File: src/rtl/cache_fill_ctrl_pkg.sv
// Shared geometry, state encoding and helpers for the cache miss-handling controller.
package cache_fill_ctrl_pkg;

  localparam int TAG_W       = 5;
  localparam int IDX_W       = 8;
  localparam int OFF_W       = 3;
  localparam int LINE_ADDR_W = TAG_W + IDX_W + OFF_W;
  localparam int MEM_LAT_DEF = 2;
  localparam int STAT_W      = 16;

  typedef enum logic [2:0] {
    S_IDLE   = 3'd0,
    S_COMP   = 3'd1,
    S_WB     = 3'd2,
    S_FILL   = 3'd3,
    S_FWAIT  = 3'd4,
    S_REPLAY = 3'd5
  } state_t;

  // Lines are four 16-bit words on even byte offsets, so word n sits at offset {n,1'b0}.
  function automatic logic [LINE_ADDR_W-1:0] word_addr(input logic [TAG_W-1:0] tag,
                                                       input logic [IDX_W-1:0] idx,
                                                       input logic [1:0]       word);
    return {tag, idx, word, 1'b0};
  endfunction

  function automatic logic [STAT_W-1:0] sat_inc(input logic [STAT_W-1:0] v);
    return (v == {STAT_W{1'b1}}) ? v : v + 1'b1;
  endfunction

endpackage

File: src/rtl/cache_fill_ctrl_fill_pipe.sv
// Tracks in-flight fill reads: a MEM_LAT-deep valid+offset shift register whose
// output marks the cycle a returned memory word must be written into the cache.
module cache_fill_ctrl_fill_pipe
  import cache_fill_ctrl_pkg::*;
#(
  parameter int MEM_LAT = MEM_LAT_DEF
) (
  input  logic             clk,
  input  logic             rst,
  input  logic             push,
  input  logic [OFF_W-1:0] push_off,
  output logic             out_valid,
  output logic [OFF_W-1:0] out_off,
  output logic             pending
);

  logic [MEM_LAT-1:0] vld;
  logic [OFF_W-1:0]   off_q [MEM_LAT];

  always_ff @(posedge clk) begin
    if (rst) begin
      vld <= '0;
      for (int i = 0; i < MEM_LAT; i++) off_q[i] <= '0;
    end else begin
      vld[0]   <= push;
      off_q[0] <= push_off;
      for (int i = 1; i < MEM_LAT; i++) begin
        vld[i]   <= vld[i-1];
        off_q[i] <= off_q[i-1];
      end
    end
  end

  assign out_valid = vld[MEM_LAT-1];
  assign out_off   = off_q[MEM_LAT-1];

  // Reads still travelling behind the stage that is being written this cycle.
  always_comb begin
    pending = 1'b0;
    for (int i = 0; i < MEM_LAT - 1; i++) pending = pending | vld[i];
  end

endmodule

File: src/rtl/cache_fill_ctrl.sv
// Miss-handling controller: compare, dirty write-back, 4-word line fill, replay.
// Build option CACHE_STATS_EN adds saturating hit/miss/write-back counters.
module cache_fill_ctrl
  import cache_fill_ctrl_pkg::*;
#(
  parameter int ADDR_W  = LINE_ADDR_W,
  parameter int MEM_LAT = MEM_LAT_DEF
) (
  input  logic              clk,
  input  logic              rst,
  input  logic              req_rd,
  input  logic              req_wr,
  input  logic [ADDR_W-1:0] req_addr,
  input  logic              cache_hit,
  input  logic              cache_dirty,
  input  logic [TAG_W-1:0]  cache_tag_out,
  input  logic              mem_stall,
  output logic              cache_en,
  output logic              cache_comp,
  output logic              cache_write,
  output logic [OFF_W-1:0]  cache_offset,
  output logic              cache_sel_mem,
  output logic              mem_rd,
  output logic              mem_wr,
  output logic [ADDR_W-1:0] mem_addr,
  output logic              done,
  output logic              stall,
  output logic              err
`ifdef CACHE_STATS_EN
  ,
  output logic [STAT_W-1:0] hit_cnt,
  output logic [STAT_W-1:0] miss_cnt,
  output logic [STAT_W-1:0] wb_cnt
`endif
);

  state_t             state;
  logic [1:0]         cnt;
  logic [ADDR_W-1:0]  addr_q;
  logic               is_wr;
  logic               fill_push;
  logic               fill_valid;
  logic               fill_pending;
  logic [OFF_W-1:0]   fill_off;
  logic [TAG_W-1:0]   req_tag;
  logic [IDX_W-1:0]   req_idx;

  assign req_tag   = addr_q[OFF_W+IDX_W +: TAG_W];
  assign req_idx   = addr_q[OFF_W +: IDX_W];
  assign fill_push = (state == S_FILL) && !mem_stall;

  cache_fill_ctrl_fill_pipe #(
    .MEM_LAT (MEM_LAT)
  ) u_fill_pipe (
    .clk       (clk),
    .rst       (rst),
    .push      (fill_push),
    .push_off  ({cnt, 1'b0}),
    .out_valid (fill_valid),
    .out_off   (fill_off),
    .pending   (fill_pending)
  );

  // The request is captured on acceptance so a miss can finish even if the CPU drops it.
  // A hit's done shows up in the following IDLE cycle, while the CPU still holds the
  // request, so IDLE ignores requests while done is high.
  always_ff @(posedge clk) begin
    if (rst) begin
      state  <= S_IDLE;
      cnt    <= '0;
      addr_q <= '0;
      is_wr  <= 1'b0;
      done   <= 1'b0;
      stall  <= 1'b0;
      err    <= 1'b0;
    end else begin
      done <= 1'b0;
      err  <= 1'b0;
      case (state)
        S_IDLE: begin
          if ((req_rd || req_wr) && !done) begin
            state  <= S_COMP;
            addr_q <= req_addr;
            is_wr  <= req_wr;
            err    <= req_rd && req_wr;
          end
        end
        S_COMP: begin
          if (cache_hit) begin
            state <= S_IDLE;
            done  <= 1'b1;
          end else begin
            state <= cache_dirty ? S_WB : S_FILL;
            cnt   <= '0;
            stall <= 1'b1;
          end
        end
        S_WB: begin
          if (!mem_stall) begin
            if (cnt == 2'd3) begin
              state <= S_FILL;
              cnt   <= '0;
            end else begin
              cnt <= cnt + 2'd1;
            end
          end
        end
        S_FILL: begin
          if (!mem_stall) begin
            if (cnt == 2'd3) begin
              state <= S_FWAIT;
              cnt   <= '0;
            end else begin
              cnt <= cnt + 2'd1;
            end
          end
        end
        S_FWAIT: begin
          // The replay is known to hit, so done is raised for the REPLAY cycle itself.
          if (!fill_pending) begin
            state <= S_REPLAY;
            done  <= 1'b1;
          end
        end
        S_REPLAY: begin
          state <= S_IDLE;
          stall <= 1'b0;
        end
        default: state <= S_IDLE;
      endcase
    end
  end

  always_comb begin
    cache_en      = 1'b0;
    cache_comp    = 1'b0;
    cache_write   = 1'b0;
    cache_offset  = '0;
    cache_sel_mem = 1'b0;
    mem_rd        = 1'b0;
    mem_wr        = 1'b0;
    mem_addr      = '0;
    case (state)
      S_COMP, S_REPLAY: begin
        cache_en     = 1'b1;
        cache_comp   = 1'b1;
        cache_write  = is_wr;
        cache_offset = addr_q[OFF_W-1:0];
      end
      S_WB: begin
        cache_en     = 1'b1;
        cache_offset = {cnt, 1'b0};
        mem_wr       = 1'b1;
        mem_addr     = word_addr(cache_tag_out, req_idx, cnt);
      end
      S_FILL: begin
        cache_offset = {cnt, 1'b0};
        mem_rd       = 1'b1;
        mem_addr     = word_addr(req_tag, req_idx, cnt);
      end
      default: ;
    endcase
    // Returning fill data uses the cache data port while memory takes the next issue.
    if (fill_valid) begin
      cache_en      = 1'b1;
      cache_comp    = 1'b0;
      cache_write   = 1'b1;
      cache_sel_mem = 1'b1;
      cache_offset  = fill_off;
    end
  end

`ifdef CACHE_STATS_EN
  always_ff @(posedge clk) begin
    if (rst) begin
      hit_cnt  <= '0;
      miss_cnt <= '0;
      wb_cnt   <= '0;
    end else if (state == S_COMP) begin
      if (cache_hit) begin
        hit_cnt <= sat_inc(hit_cnt);
      end else begin
        miss_cnt <= sat_inc(miss_cnt);
        if (cache_dirty) wb_cnt <= sat_inc(wb_cnt);
      end
    end
  end
`endif

endmodule

File: config.mk
export PLATFORM = sky130hd
export DESIGN_NAME = cache_fill_ctrl
export DESIGN_NICKNAME = d
export VERILOG_FILES = /design/src/rtl/cache_fill_ctrl_pkg.sv /design/src/rtl/cache_fill_ctrl_fill_pipe.sv /design/src/rtl/cache_fill_ctrl.sv
export SDC_FILE = /design/constraint.sdc
export NUM_CORES = 1
export LEC_CHECK = 0
export BUFFER_PORTS_ARGS = -buffer_cell sky130_fd_sc_hd__buf_2
export CORE_MARGIN = 2
export CORE_UTILIZATION = 30
export CTS_BUF_LIST = sky130_fd_sc_hd__clkbuf_16
export CTS_CLUSTER_DIAMETER = 60
export DETAILED_ROUTE_END_ITERATION = 16
export PLACE_DENSITY = 0.51
export RECOVER_POWER = 25
export REMOVE_ABC_BUFFERS = 1
export SYNTH_ARGS = -nofsm -noshare
export SYNTH_HDL_FRONTEND = slang
export SYNTH_HIERARCHICAL = 1
export SYNTH_SLANG_ARGS = --single-unit
File: constraint.sdc
create_clock -name clk -period 2.4 [get_ports clk]
set_input_delay 0.48 -clock clk [delete_from_list [all_inputs] [get_ports clk]]
set_output_delay 0.48 -clock clk [all_outputs]
set_load 0.01 [all_outputs]
==> out/qor.yml <==
tightest_slew_ns: 0.880
rsz0062_at_grt: "false"
post-synth-top-area-fraction_pct: 43.7
cts_hold_buf: 0
drc: 0
start_util_pct: 31.6
insertion_delay_ns: 0.28
cts_resized: 0
grt_pass1_wl_um: 5610
hpwl_um: 2560
ys_ff_latch: 33
crit_chain: "and2b_1, and2_1, a21oi_1, o21ai_0, buf_2"
hold_path_class: "flop to flop"
use_met1_pct: 17.6
crit_family: "simple AND/OR/NAND/NOR gates"
cts_sinks: 33
tns_ns: 0
numPortBuffers: 54
leakage_nw: 0.873
critical_path.max_fanout: 12
worst_setup_path_start_kind: "flop"
drtIter0Drc: 40
nets: 262
end_kind: "primary output"
antenna_left: 0
dieArea_um2: 5620
die_h_um: 75.0
yosysTopAreaCell: "dfxtp_1"
grt_use_met2_pct: 20.0
drive_above_1_share_pct: 28.6
period_minus_slack_ns: 2.19
fin_crit_sh_pct: 91.2
multi_input_area_um2: 723
synthXorXnorAreaFrac_pct: 0
final-seq-area_um2: 661
post-place-cells: 293
fillers: 531
netlist_top_cells_area: "dfxtp_1 (44%), nand2_1 (10%), a21oi_1 (6.3%)"
avgSynthCellArea_um2: 8.26
async_flop_share_pct: 0
max-cap-violations: 0
synth_warnings: 6
post_drt_wl_per_cell_um: 11.9
htreeDepth: 2
grt.busiest_layer: "met2"
required_ns: 1.92
ys_seq_area_share_pct: 43.7
drv_slew: 0
synth-simple-area-share_pct: 27.4
crit_buf_inv: 1
final_common_cell: "buf_2"
synth_fa_ha_area_share_pct: 0.828
cts_buffer_depth: 2
use_met3_pct: 5.35
critPathMaxStageDelay_ns: 0.50
io_pins: 56
stdcell_count: 301
cp.arrival_ns: 1.71
netlist_instances: 183
whs_ns: 0.433
place_congestion: 0.757
status: "completed"
vias: 1313
slew_headroom_pct: 41.4
synth_top_family_by_area: "simple AND/OR/NAND/NOR gates"
ys_types: 34
dieWidth_um: 75.0
core_area_um2: 4790
grt_use_total_pct: 13.9
setup_viol: 0
grt_max_degree: 21
synth-compound-area-share_pct: 15.8
postCtsSetupBuffers: 0
p_per_area_nw_per_um2: 781
fmax_mhz: 457
finalClockSkew_ns: 0.00417
firstDrtPassIters: 4
num_rows: 25
grt_pass1_vias: 1217
cts_buffers: 5
p_total_mw: 1.49
vias_per_cell: 4.36
antenna_found_initial: 0
wl_um: 3600
cts_tree: "built"
synth_mux_area_share_pct: 3.31
finalWorstSetupSlack_ns: 0.211
ir_worst_vdd_mv: 0.336
n_antenna_cell: 0
synth-edff-count: 0
area_growth_syn_to_layout_pct: 26.6
gr-total-overflow: 0
crit_type: "flop to primary output"
cts.clk_slew.worst_paths_ns: 0.05
finalHoldViolations: 0
pre_cts_ws_ns: 0.453
netlist_area_um2: 1510
ys.flop_type: "dfxtp_1"
cts-root-buf: "clkbuf_16"
layout_common_cells: "buf_2 (50), nand2_1 (41), dfxtp_1 (33), a21oi_1 (19), nor2_1 (12)"
crit_slowest_cell: "dfxtp_1"
worst paths after layout:
kind         slack (ns)  cells after the start               startpoint                      end
max                0.21                      5                 state[1]          cache_offset[2]
min                0.43                      1  u_fill_pipe/off_q[0][1]  u_fill_pipe/off_q[0][4]
max reg2reg        0.77                      5                 state[2]                 state[0]
min reg2reg        0.43                      1  u_fill_pipe/off_q[0][1]  u_fill_pipe/off_q[0][4]
sequential cells by signal, indices dropped and copies added (netlist names):
signal             count
u_fill_pipe/off_q      6
cnt                    2
stall                  1
is_wr                  1
state                  3
err                    1
addr_q                16
u_fill_pipe/vld        2
done                   1
per-stage QoR:
step | util, % | cell area, um^2
5_1_grt | 40.0 | 1910
6_report | 40.0 | 1910
2_1_floorplan | - | 1390
4_1_cts | 40.2 | 1920
3_3_place_gp | 37.3 | 1780
3_5_place_dp | 37.3 | 1780
synthesized netlist by cell type (3+ instances only):
| cell type | n |
|---|---|
| nor2_1 | 12 |
| nor3_1 | 5 |
| o21ai_0 | 3 |
| and2_1 | 11 |
| buf_4 | 4 |
| buf_6 | 4 |
| nand2_1 | 41 |
| a21oi_2 | 4 |
| and2b_1 | 3 |
| nand2b_1 | 3 |
| dfxtp_1 | 33 |
| clkbuf_1 | 4 |
| buf_2 | 3 |
| a21oi_1 | 19 |
| mux2i_1 | 5 |
| nor2b_1 | 9 |
power breakdown:
part           total (mW)  internal (mW)  switching, mW
sequential          0.616          0.592         0.0236
clock               0.596          0.375          0.220
combinational       0.282          0.115          0.167
cell type report:
class / instances / area share, %
Multi-Input combinational cell: 132 / 37.8
Tap cell: 67 / 4.38
Inverter: 2 / 0.392
Clock buffer: 5 / 6.54
Timing Repair Buffer: 59 / 15.6
Sequential cell: 33 / 34.5
Clock inverter: 3 / 0.719
kinds of logic (layout without fill, tap and decap cells):
logic type	Yosys count	in the layout
buf+inv	19	69
flops	33	33
compound gates	37	37
mux	5	5
simple gates	87	87
fa+ha+maj	1	1
other cells	1	2
metal layers:
layer | wire length [um] | vias to the layer above
met3 | 286 | 7
met1 | 1670 | 569
met4 | 85 | 0
met2 | 1560 | 42
met5 | 0 | -
li1 | - | 695
No activity file was read; power rests on OpenSTA's default activity.
